File: src/rtl/snoop_buf_sched.sv
// Ring of NUM_BUFS packet buffers shared between a snooper (filler) and a CPU (consumer).
// Optional drop statistics are built when SNOOP_DROP_COUNT_EN is defined.
module snoop_buf_sched #(
  parameter int DATA_WIDTH = 32,
  parameter int ADDR_WIDTH = 10,
  parameter int NUM_BUFS   = 4
) (
  input  logic                  clk,
  input  logic                  rst_n,
  input  logic [ADDR_WIDTH-1:0] sn_wr_addr,
  input  logic [DATA_WIDTH-1:0] sn_wr_data,
  input  logic                  sn_wr_en,
  input  logic                  sn_done,
  input  logic                  sn_strobe,
  output logic                  sn_mem_ready,
  output logic [ADDR_WIDTH+1:0] mem_wr_addr,
  output logic [DATA_WIDTH-1:0] mem_wr_data,
  output logic                  mem_wr_en,
  output logic                  cpu_avail,
  output logic [1:0]            cpu_buf,
  input  logic                  cpu_acq,
  input  logic                  cpu_release,
  output logic [2:0]            occupancy
`ifdef SNOOP_DROP_COUNT_EN
  ,
  output logic [15:0]           drop_count,
  input  logic                  drop_clr
`endif
);

  typedef enum logic [1:0] {EMPTY, FILL, READY, PROC} bstate_t;

  bstate_t    st   [4];
  bstate_t    st_n [4];
  logic [1:0] wr_ptr, rd_ptr, wr_n, rd_n, wr_inc;
  logic       any_fill, fill_n, proc_n, avail_n;
  logic [2:0] occ_n;

  function automatic logic [1:0] inc(input logic [1:0] p);
    return (p == 2'(NUM_BUFS - 1)) ? 2'd0 : p + 2'd1;
  endfunction

  // The FILL buffer is always buffer[wr_ptr], so its index is the upper address.
  assign mem_wr_en   = sn_wr_en & sn_mem_ready;
  assign mem_wr_addr = {wr_ptr, sn_wr_addr};
  assign mem_wr_data = sn_wr_data;
  assign wr_inc      = inc(wr_ptr);

  always_comb begin
    any_fill = 1'b0;
    for (int i = 0; i < 4; i++) any_fill |= (st[i] == FILL);
  end

  always_comb begin
    for (int i = 0; i < 4; i++) st_n[i] = st[i];
    wr_n = wr_ptr;
    rd_n = rd_ptr;
    // Closing a packet may open the next buffer at the same edge (no bubble).
    if (mem_wr_en && sn_done) begin
      st_n[wr_ptr] = READY;
      wr_n         = wr_inc;
      if (st[wr_inc] == EMPTY) st_n[wr_inc] = FILL;
    end else if (!any_fill && st[wr_ptr] == EMPTY) begin
      st_n[wr_ptr] = FILL;
    end
    // The held buffer is always buffer[rd_ptr]; release wins over acquire.
    if (st[rd_ptr] == PROC) begin
      if (cpu_release) begin
        st_n[rd_ptr] = EMPTY;
        rd_n         = inc(rd_ptr);
      end
    end else if (cpu_acq && cpu_avail) begin
      st_n[rd_ptr] = PROC;
    end
  end

  always_comb begin
    fill_n = 1'b0;
    proc_n = 1'b0;
    occ_n  = 3'd0;
    for (int i = 0; i < 4; i++) begin
      fill_n |= (st_n[i] == FILL);
      proc_n |= (st_n[i] == PROC);
      if (st_n[i] == READY || st_n[i] == PROC) occ_n = occ_n + 3'd1;
    end
    avail_n = (st_n[rd_n] == READY) && !proc_n;
  end

  always_ff @(posedge clk or negedge rst_n) begin
    if (!rst_n) begin
      for (int i = 0; i < 4; i++) st[i] <= EMPTY;
      wr_ptr       <= 2'd0;
      rd_ptr       <= 2'd0;
      sn_mem_ready <= 1'b0;
      cpu_avail    <= 1'b0;
      cpu_buf      <= 2'd0;
      occupancy    <= 3'd0;
    end else begin
      for (int i = 0; i < 4; i++) st[i] <= st_n[i];
      wr_ptr       <= wr_n;
      rd_ptr       <= rd_n;
      sn_mem_ready <= fill_n;
      cpu_avail    <= avail_n;
      cpu_buf      <= rd_n;
      occupancy    <= occ_n;
    end
  end

`ifdef SNOOP_DROP_COUNT_EN
  always_ff @(posedge clk or negedge rst_n) begin
    if (!rst_n)                                               drop_count <= 16'd0;
    else if (drop_clr)                                        drop_count <= 16'd0;
    else if (sn_strobe && !sn_mem_ready && drop_count != 16'hFFFF) drop_count <= drop_count + 16'd1;
  end
`else
  logic strobe_unused;
  assign strobe_unused = sn_strobe;
`endif

endmodule

File: config.mk
export PLATFORM = sky130hd
export DESIGN_NAME = snoop_buf_sched
export DESIGN_NICKNAME = d
export VERILOG_FILES = /design/src/rtl/snoop_buf_sched.sv
export SDC_FILE = /design/constraint.sdc
export NUM_CORES = 1
export LEC_CHECK = 0
export CORE_MARGIN = 2
export CORE_UTILIZATION = 40
export DETAILED_ROUTE_END_ITERATION = 10
export GPL_ROUTABILITY_DRIVEN = 0
export PLACE_DENSITY_LB_ADDON = 0.3
export SETUP_SLACK_MARGIN = 0.5
export SLEW_MARGIN = 10
export SYNTH_ARGS = -nofsm -noshare
export SYNTH_HDL_FRONTEND = slang
export SYNTH_SLANG_ARGS = --single-unit
File: constraint.sdc
create_clock -name clk -period 5.8 [get_ports clk]
set_clock_uncertainty 0.2 [all_clocks]
set_input_delay 0.87 -clock clk [delete_from_list [all_inputs] [get_ports clk]]
set_output_delay 0.87 -clock clk [all_outputs]
set_load 0.02 [all_outputs]
==> impl_metrics.env, run 1 <==
export IMPL_outcome="completed"
export IMPL_nets=247
export IMPL_drt_total_wl_um=3980
export IMPL_crit_path_start_kind="flop"
export IMPL_tightestPinTransition_ns=0.828
export IMPL_worstPathArrival_ns=4.16
export IMPL_buffering_stage_count_on_the_worst_path_with_inverters_included=2
export IMPL_maxSlewViolCount=0
export IMPL_initial_utilization_pct=41.5
export IMPL_crit_slowest_cell="dfrtp_1"
export IMPL_antenna_cells=0
export IMPL_ctsHoldBuffers=0
export IMPL_post_synth_top_area_fraction_pct=23.7
export IMPL_unrepaired_setup_endpoints_after_global_routing="false"
export IMPL_critical_path_start="wr_ptr[0]"
export IMPL_synth_xor_area_share_pct=1.47
export IMPL_die_height_um=71.0
export IMPL_grt_start_max_net_pins=18
export IMPL_pwr_share_clk_pct=41.2
export IMPL_dpl_cell_count=234
export IMPL_dr_total_vias=1441
export IMPL_drt_pass1_iterations=4
export IMPL_synth_top_family_by_area="simple AND/OR/NAND/NOR gates"
export IMPL_max_h_tree_level=1
export IMPL_clock_latency_ns=0.26
export IMPL_min_delay_startpoint="st[6]"
export IMPL_hold_path_class="reg -> reg"
export IMPL_critical_path_required_ns=5.75
export IMPL_synth_compound_gate_area_share_pct=20.7
export IMPL_number_of_nets_still_failing_antenna_checks_after_routing=0
export IMPL_nFillCells=453
export IMPL_first_global_vias=1246
export IMPL_flop_pwr_share_pct=53.3
export IMPL_routed_via_density=6.05
export IMPL_port_buffers=15
export IMPL_cts_max_path_buffers=2
export IMPL_flow_area_growth_from_synthesis_pct=-4.33
export IMPL_synth_fa_ha_area_share_pct=7.68
export IMPL_cellPowerDensity_nw_per_um2=131
export IMPL_ys_seq_area_share_pct=23.7
export IMPL_reg_to_reg_start="wr_ptr[0]"
export IMPL_vdd_drop_max_uv=92.0
export IMPL_synth_edf_count=0
export IMPL_portion_of_netlist_area_occupied_by_mux_cells_pct=3.14
export IMPL_final_period_minus_worst_setup_slack_ns=4.22
export IMPL_worst_setup_slack_after_layout_ns=1.58
export IMPL_dpl_worst_slack_ns=1.60
export IMPL_share_comb_of_total_power_pct=5.5
export IMPL_clock_root_buffer="clkbuf_8"
export IMPL_final_seq_area_um2=425
export IMPL_post_cts_setup_buffers=0
export IMPL_p_int_uw=172
export IMPL_chipWidth_um=71.0
export IMPL_path_common_cell="ha_1"
export IMPL_fin_cells=238
export IMPL_cts_num_sinks=17
export IMPL_i_o_pins=101
export IMPL_timing_max_cap_violations=0
export IMPL_cp_max_fo=13
export IMPL_synth_yosys_warnings=0
export IMPL_coreArea_um2=4320
export IMPL_grt_antenna_before_repair=0
export IMPL_synth_cells=213
export IMPL_power_leakage_nw=0.760
export IMPL_multi_input_area_um2=995
export IMPL_timing_setup_critical_path_class="reg -> reg"
export IMPL_cts_resized_gates=0
export IMPL_hold_slack_ns=0.487
export IMPL_tritoncts_clock_tree="yes"
export IMPL_numCtsBuffers=3
export IMPL_dieArea_um2=5030
export IMPL_clk_transition_reported_paths_ns=0.07
export IMPL_p_total_uw=224
export IMPL_drc=0
export IMPL_synth_simple_gate_area_share_pct=22.5
export IMPL_library_cell_with_the_largest_summed_area_after_synthesis="dfrtp_1"
export IMPL_ordered_cell_list_for_the_critical_path="inv_1 > ha_1 > nor3b_1 > o21ai_0 > a211oi_1 > o41ai_2 > inv_1 > ha_1 > xor2_1 > ha_1 > mux2_2"
export IMPL_detailedRoute_firstIterationViolations=159
export IMPL_fmaxAchievable_mhz=237
export IMPL_fin_crit_sh_pct=72.7
export IMPL_postSynth_topFlopCell="dfrtp_1"
export IMPL_post_synth_main_area_contributors="dfrtp_1 24%, buf_4 18%, ha_1 7.7%"
export IMPL_nets_in_the_synthesized_netlist=273
export IMPL_crit_path_end_kind="flop"
export IMPL_dp_hpwl_um=2940
export IMPL_placementRows=24
export IMPL_ys_types=49
export IMPL_report_final_hold_viol_count=0
export IMPL_synth_cell_area_um2=1790
export IMPL_switchingPower_uw=52.1
export IMPL_switching_share_pct=23.2
export IMPL_layout_drive_gt1_share_pct=7.53
export IMPL_finalSetupViolations=0
export IMPL_global_route_overflow_total=0
export IMPL_synth_async_reset_ratio_pct=100
export IMPL_wl_per_cell_um=16.7
export IMPL_timing_setup_tns_ns=0
export IMPL_synth_seq_cells=17
export IMPL_synthesis_area_per_instance_um2=8.42
export IMPL_worst_path_largest_cell_delay_ns=0.61
export IMPL_worst_slew_margin_rel_pct=44.6
export IMPL_grt_pass1_wl_um=6430
export IMPL_cp_top_family="compound AO/OA/AOI/OAI gates"
export IMPL_globalRouteTotalUtil_pct=16.1
-- cells in the final DEF, fill, tap and decap left out, drive strengths merged, types with 3 or more instances in the layout --
cell type	count
nor2b	4
nor3	9
clkbuf	3
mux2	3
inv	9
xor2	3
a22o	3
ha	11
nor4	3
nand2	27
o21ai	8
nor2	10
a211oi	3
clkdlybuf4s50	15
o22ai	3
a21oi	7
dfrtp	17
nand3	6
and3	3
a311o	3
or3	3
-- area by class of cell --
| cell class | instances | share of cell area, % |
|---|---|---|
| multi-input combinational | 141 | 58.0 |
| clock inverter | 1 | 0.292 |
| sequential | 17 | 24.8 |
| tap | 52 | 3.79 |
| clock buffer | 3 | 2.41 |
| timing repair buffer | 15 | 8.75 |
| inverter | 9 | 1.97 |
-- cells by family (layout without fill, tap and decap cells) --
group,count (synthesis),count (layout)
and+or+nand+nor,76,76
DFF,17,17
buffers and inverters,55,28
AOI/OAI and AO/OA,47,47
xor gates and xnor gates,3,3
adders and majority gates,11,11
muxes,4,4
-- routing by layer --
| metal | GRT usage (%) | wire length (um) |
|---|---|---|
| met1 | 24.1 | 1920 |
| met5 | 0 | 0 |
| met3 | 2.14 | 209 |
| met2 | 24.6 | 1810 |
| met4 | 3.98 | 40 |
-- cells in the mapped netlist, drive strengths merged (2+ instances only) --
cell,instances
buf,44
nand2,27
dfrtp,17
ha,11
nor2,10
inv,9
nor3,9
o21ai,8
a21oi,7
nand3,6
nor2b,4
a211oi,3
a22o,3
a311o,3
and3,3
mux2,3
nor4,3
o22ai,3
or3,3
xor2,3
a21o,2
a31oi,2
a32o,2
and2,2
clkbuf,2
nand4,2
nor3b,2
nor4b,2
o211a,2
o41ai,2
-- worst register-to-register path, cell delays in order, from the launching register on --
cell and delay [ns]:
dfrtp_1 0.61, inv_1 0.20, ha_1 0.41, nor3b_1 0.19
o21ai_0 0.52, a211oi_1 0.23, o41ai_2 0.57, inv_1 0.09
ha_1 0.34, xor2_1 0.24, ha_1 0.27, mux2_2 0.26
-- final timing paths --
kind	to	depth (start not counted)	slack (ns)
min in group asynchronous	rd_ptr[1]	1	0.89
hold reg to reg	st[6]	2	0.49
setup / recovery	occupancy[1]	11	1.58
hold / removal	st[6]	2	0.49
setup reg to reg	occupancy[1]	11	1.58
max in group asynchronous	wr_ptr[0]	1	4.00
-- stage by stage --
stage | util [%] | instance area, um^2
after floorplan | - | 1790
after global placement | 38.6 | 1670
after detailed placement | 38.6 | 1670
after CTS | 39.7 | 1720
after global routing | 39.7 | 1720
final | 39.7 | 1720
-- power groups by stage --
stage	Sequential, mW	Combinational, mW	Clock, mW
after floorplan	0.122	0.0459	0
after global placement	0.122	0.0123	0
after detailed placement	0.122	0.0125	0
after CTS	0.119	0.0125	0.0973
after global routing	0.120	0.0138	0.0988
final	0.120	0.0122	0.0925
-- sequential cells by signal, indices dropped and copies added (netlist names) --
register,cells
cpu_avail,1
occupancy,3
rd_ptr,2
sn_mem_ready,1
st,8
wr_ptr,2
(Power assumes the default switching activity.)
==> run 2: changes to the inputs <==
--- a/config.mk
+++ b/config.mk
@@ -6,7 +6,7 @@
 export NUM_CORES = 1
 export LEC_CHECK = 0
 export CORE_MARGIN = 2
-export CORE_UTILIZATION = 40
+export CORE_UTILIZATION = 35
 export DETAILED_ROUTE_END_ITERATION = 10
 export GPL_ROUTABILITY_DRIVEN = 0
 export PLACE_DENSITY_LB_ADDON = 0.3
==> constraint.sdc (replaced) <==
create_clock -name clk -period 3.75 [get_ports clk]
set_clock_uncertainty 0.2 [all_clocks]
set_input_delay 0.5625 -clock clk [delete_from_list [all_inputs] [get_ports clk]]
set_output_delay 0.5625 -clock clk [all_outputs]
set_load 0.02 [all_outputs]
==> impl_metrics.env, run 2 (same netlist as run 1, synthesis figures left out) <==
export IMPL_outcome="completed"
export IMPL_buffering_stage_count_on_the_worst_path_with_inverters_included=2
export IMPL_cellPowerDensity_nw_per_um2=182
export IMPL_placementRows=26
export IMPL_die_height_um=75.6
export IMPL_timing_max_cap_violations=0
export IMPL_dieArea_um2=5710
export IMPL_final_period_minus_worst_setup_slack_ns=3.27
export IMPL_fin_crit_sh_pct=87.3
export IMPL_critical_path_required_ns=3.70
export IMPL_fin_cells=266
export IMPL_flow_area_growth_from_synthesis_pct=7.12
export IMPL_dpl_cell_count=257
export IMPL_number_of_nets_still_failing_antenna_checks_after_routing=0
export IMPL_tritoncts_clock_tree="yes"
export IMPL_path_common_cell="ha_4"
export IMPL_crit_path_start_kind="flop"
export IMPL_worst_setup_slack_after_layout_ns=0.477
export IMPL_antenna_cells=0
export IMPL_placedInstanceArea_um2=1770
export IMPL_detailedRoute_firstIterationViolations=226
export IMPL_grt_antenna_before_repair=0
export IMPL_vdd_drop_max_uv=161
export IMPL_reg_largest_list="st (8), occupancy (3)"
export IMPL_drt_total_wl_um=4270
export IMPL_dpl_worst_slack_ns=0.275
export IMPL_nets=257
export IMPL_clk_transition_reported_paths_ns=0.07
export IMPL_worst_path_largest_cell_delay_ns=0.40
export IMPL_globalRouteTotalUtil_pct=16.2
export IMPL_reg2reg_slack_ns=0.48
export IMPL_ctsHoldBuffers=0
export IMPL_ordered_cell_list_for_the_critical_path="inv_4 > ha_4 > or3b_4 > a21o_4 > a311o_1 > a32o_2 > inv_2 > ha_4 > xor2_2 > ha_1 > mux2_2"
export IMPL_first_global_vias=1403
export IMPL_finalSetupViolations=0
export IMPL_dr_total_vias=1472
export IMPL_global_route_overflow_total=0
export IMPL_maxSlewViolCount=0
export IMPL_finish_utilization_pct=38.3
export IMPL_unrepaired_setup_endpoints_after_global_routing="true"
export IMPL_grt_start_max_net_pins=18
export IMPL_worstPathArrival_ns=3.22
export IMPL_dp_hpwl_um=3100
export IMPL_largest_register_by_flop_count="st"
export IMPL_crit_path_end_kind="flop"
export IMPL_layout_drive_gt1_share_pct=23.0
export IMPL_most_used_cells_in_the_layout_excluding_fill_and_tap_cells="26 x nand2_1, 15 x dfrtp_1, 15 x clkdlybuf4s50_1"
export IMPL_tightestPinTransition_ns=0.833
export IMPL_clock_root_buffer="clkbuf_8"
export IMPL_clock_latency_ns=0.26
export IMPL_cts_num_sinks=17
export IMPL_i_o_pins=101
export IMPL_routed_via_density=5.53
export IMPL_final_common_cell="nand2_1"
export IMPL_report_final_hold_viol_count=0
export IMPL_drc=0
export IMPL_hold_slack_ns=0.412
export IMPL_cts_max_path_buffers=2
export IMPL_cp_max_fo=6
export IMPL_power_leakage_nw=0.823
export IMPL_chipWidth_um=75.6
export IMPL_cp_top_family="adder cells"
export IMPL_largest_register_ff_count=8
export IMPL_drt_pass1_iterations=4
export IMPL_grt_pass1_wl_um=7090
export IMPL_coreArea_um2=5010
export IMPL_hold_path_class="reg -> reg"
export IMPL_nFillCells=522
export IMPL_initial_utilization_pct=35.8
export IMPL_crit_slowest_cell="or3b_4"
export IMPL_p_total_uw=349
export IMPL_timing_setup_tns_ns=0
export IMPL_fin_area_um2=1920
export IMPL_wl_per_cell_um=16.1
export IMPL_fmaxAchievable_mhz=306
export IMPL_port_buffers=15
export IMPL_numCtsBuffers=3
export IMPL_timing_setup_critical_path_class="reg -> reg"
export IMPL_worst_slew_margin_rel_pct=44.3
export IMPL_max_h_tree_level=1
## run 2: cell types whose count changed in the layout (fill, tap and decap cells not counted), sizes merged
| cell | change |
|---|---|
| buf | +10 |
## run 2: where the power goes
| part | internal [mW] | switching (mW) |
|---|---|---|
| combinational | 0.00867 | 0.0106 |
| sequential | 0.184 | 0.00112 |
| clock | 0.0739 | 0.0708 |
## run 2: timing repair
item / CTS / global route
buffers inserted: 4 / 1
resized for setup: 8 / 5
setup endpoints to repair: 1 / 2
pin swaps: 3 / 1
## run 2: cell type report
cell class / instances / area (um^2) / area share (%)
repair buffers: 25 / 225 / 11.7
multi-input cells: 141 / 1090 / 57.0
clock buffers: 3 / 41.3 / 2.15
flip-flops and latches: 17 / 428 / 22.3
clock inverters: 1 / 5.00 / 0.261
inverters: 9 / 38.8 / 2.02
well taps: 70 / 87.6 / 4.56
## run 2: worst min-delay path: cells and delay by family, from the launching register on
kind            cells  cell delay [ns]
flops               1             0.39
compound gates      1             0.07
buf+inv             1             0.06
simple gates        1             0.06
## run 2: routing by layer
layer  GRT usage (%)  vias up  wire length [um]
li1                -      693                 -
met3            3.84        4               210
met5               0        -                 0
met4            3.12        0                13
met1            23.7      730              2060
met2            24.3       45              1990
## run 2: final timing paths
kind,cells after the start,from,to
setup / recovery,11,wr_ptr[0],occupancy[1]
hold / removal,3,wr_ptr[0],wr_ptr[0]
setup reg to reg,11,wr_ptr[0],occupancy[1]
hold reg to reg,3,wr_ptr[0],wr_ptr[0]
max in group asynchronous,1,rst_n,wr_ptr[0]
min in group asynchronous,1,rst_n,st[5]
==> run 3: changes to the inputs <==
--- a/config.mk
+++ b/config.mk
@@ -9,7 +9,7 @@
 export CORE_UTILIZATION = 35
 export DETAILED_ROUTE_END_ITERATION = 10
 export GPL_ROUTABILITY_DRIVEN = 0
-export PLACE_DENSITY_LB_ADDON = 0.3
+export PLACE_DENSITY = 0.84
 export SETUP_SLACK_MARGIN = 0.5
 export SLEW_MARGIN = 10
 export SYNTH_ARGS = -nofsm -noshare
==> impl_metrics.env, run 3 (same netlist as run 1, synthesis figures left out) <==
export IMPL_initial_utilization_pct=35.8
export IMPL_cts_max_path_buffers=2
export IMPL_most_used_cells_in_the_layout_excluding_fill_and_tap_cells="26 x nand2_1, 19 x buf_4, 15 x dfrtp_1, 15 x clkdlybuf4s50_1, 10 x nor2_1"
export IMPL_hold_path_class="reg -> reg"
export IMPL_critical_path_required_ns=3.70
export IMPL_dpl_cell_count=254
export IMPL_timing_setup_critical_path_class="reg -> reg"
export IMPL_number_of_nets_still_failing_antenna_checks_after_routing=0
export IMPL_fin_cells=275
export IMPL_dr_total_vias=1566
export IMPL_worstPathArrival_ns=3.23
export IMPL_finalSetupViolations=0
export IMPL_routed_via_density=5.69
export IMPL_max_h_tree_level=1
export IMPL_crit_path_start_kind="flop"
export IMPL_wl_per_cell_um=16.5
export IMPL_detailedRoute_firstIterationViolations=120
export IMPL_grt_pass1_wl_um=6920
export IMPL_first_global_vias=1402
export IMPL_port_buffers=15
export IMPL_fin_crit_sh_pct=87.5
export IMPL_ctsHoldBuffers=0
export IMPL_flow_area_growth_from_synthesis_pct=11.0
export IMPL_die_height_um=75.6
export IMPL_final_common_cell="nand2_1"
export IMPL_grt_antenna_before_repair=0
export IMPL_clock_root_buffer="clkbuf_8"
export IMPL_largest_register_ff_count=8
export IMPL_global_route_overflow_total=0
export IMPL_clk_transition_reported_paths_ns=0.07
export IMPL_unrepaired_setup_endpoints_after_global_routing="true"
export IMPL_crit_path_end_kind="flop"
export IMPL_drt_pass1_iterations=5
export IMPL_power_leakage_nw=0.864
export IMPL_min_delay_path_depth=3
export IMPL_grt_start_max_net_pins=18
export IMPL_tightestPinTransition_ns=0.853
export IMPL_timing_setup_tns_ns=0
export IMPL_drt_total_wl_um=4540
export IMPL_worst_setup_slack_after_layout_ns=0.467
export IMPL_timing_max_cap_violations=0
export IMPL_numCtsBuffers=3
export IMPL_chipWidth_um=75.6
export IMPL_dp_hpwl_um=3040
export IMPL_reg_largest_list="st (8), occupancy (3)"
export IMPL_cts_num_sinks=17
export IMPL_finish_utilization_pct=39.7
export IMPL_antenna_cells=0
export IMPL_nFillCells=501
export IMPL_cp_max_fo=6
export IMPL_clock_latency_ns=0.26
export IMPL_report_final_hold_viol_count=0
export IMPL_worst_r2r_cell_count=11
export IMPL_layout_drive_gt1_share_pct=25.9
export IMPL_tritoncts_clock_tree="yes"
export IMPL_final_period_minus_worst_setup_slack_ns=3.28
export IMPL_coreArea_um2=5010
export IMPL_vdd_drop_max_uv=160
export IMPL_i_o_pins=101
export IMPL_dpl_worst_slack_ns=0.200
export IMPL_outcome="completed"
export IMPL_worst_slew_margin_rel_pct=42.9
export IMPL_cellPowerDensity_nw_per_um2=176
export IMPL_nets=266
export IMPL_placementRows=26
export IMPL_fmaxAchievable_mhz=305
export IMPL_largest_register_by_flop_count="st"
export IMPL_maxSlewViolCount=0
export IMPL_drc=0
export IMPL_dieArea_um2=5710
export IMPL_globalRouteTotalUtil_pct=15.8
[run 3: cell count changes in the layout (fill, tap and decap cells not counted), sizes merged]
cell  delta
buf      +9
[run 3: cell type report]
type | instances | area [um^2] | area share [%]
clock buffer | 3 | 41.3 | 2.07
clock inverter | 1 | 5.00 | 0.251
inverter | 9 | 38.8 | 1.95
multi-input combinational | 141 | 1100 | 55.1
sequential | 17 | 428 | 21.5
tap | 70 | 87.6 | 4.40
timing repair buffer | 34 | 293 | 14.7
[run 3: what timing repair did]
| action | CTS | global route |
|---|---|---|
| pin swaps | 6 | 8 |
| setup endpoints to repair | 2 | 3 |
| buffers inserted | 13 | 4 |
| resized for setup | 12 | 1 |
[run 3: per-layer routing]
metal	track usage (%)	vias to the layer above	routed length [um]
li1	-	709	-
met1	20.5	766	1880
met2	26.4	82	2170
met3	3.97	9	419
met4	4.09	0	67
met5	0	-	0
[run 3: critical path, stage by stage (launching register included)]
cell,delay (ns)
dfrtp_2,0.39
inv_4,0.05
ha_4,0.29
or3b_4,0.39
a21o_4,0.22
a311o_1,0.32
a32o_2,0.29
inv_2,0.07
ha_4,0.20
xor2_2,0.18
ha_1,0.30
mux2_2,0.26
[run 3: power breakdown]
| part | leakage [nW] | internal (mW) | switching [mW] | total [mW] |
|---|---|---|---|---|
| Clock | 0.0255 | 0.0740 | 0.0709 | 0.145 |
| Sequential | 0.209 | 0.184 | 0.00115 | 0.185 |
| Combinational | 0.630 | 0.00871 | 0.0108 | 0.0195 |
[run 3: final timing paths]
check / startpoint / end / slack (ns)
max: wr_ptr[1] / occupancy[1] / 0.47
min: wr_ptr[0] / wr_ptr[0] / 0.53
max reg2reg: wr_ptr[1] / occupancy[1] / 0.47
min reg2reg: wr_ptr[0] / wr_ptr[0] / 0.53
max in group asynchronous: rst_n / wr_ptr[0] / 2.19
min in group asynchronous: rst_n / st[4] / 0.58
[run 3: stage by stage]
stage                     hold slack (ns)  area, um^2  total power [mW]
after floorplan                    0.0669        1840             0.260
after global placement              0.469        1750             0.207
after detailed placement            0.478        1750             0.208
after CTS                           0.511        1960             0.349
after global routing                0.549        1990             0.363
final                               0.531        1990             0.349
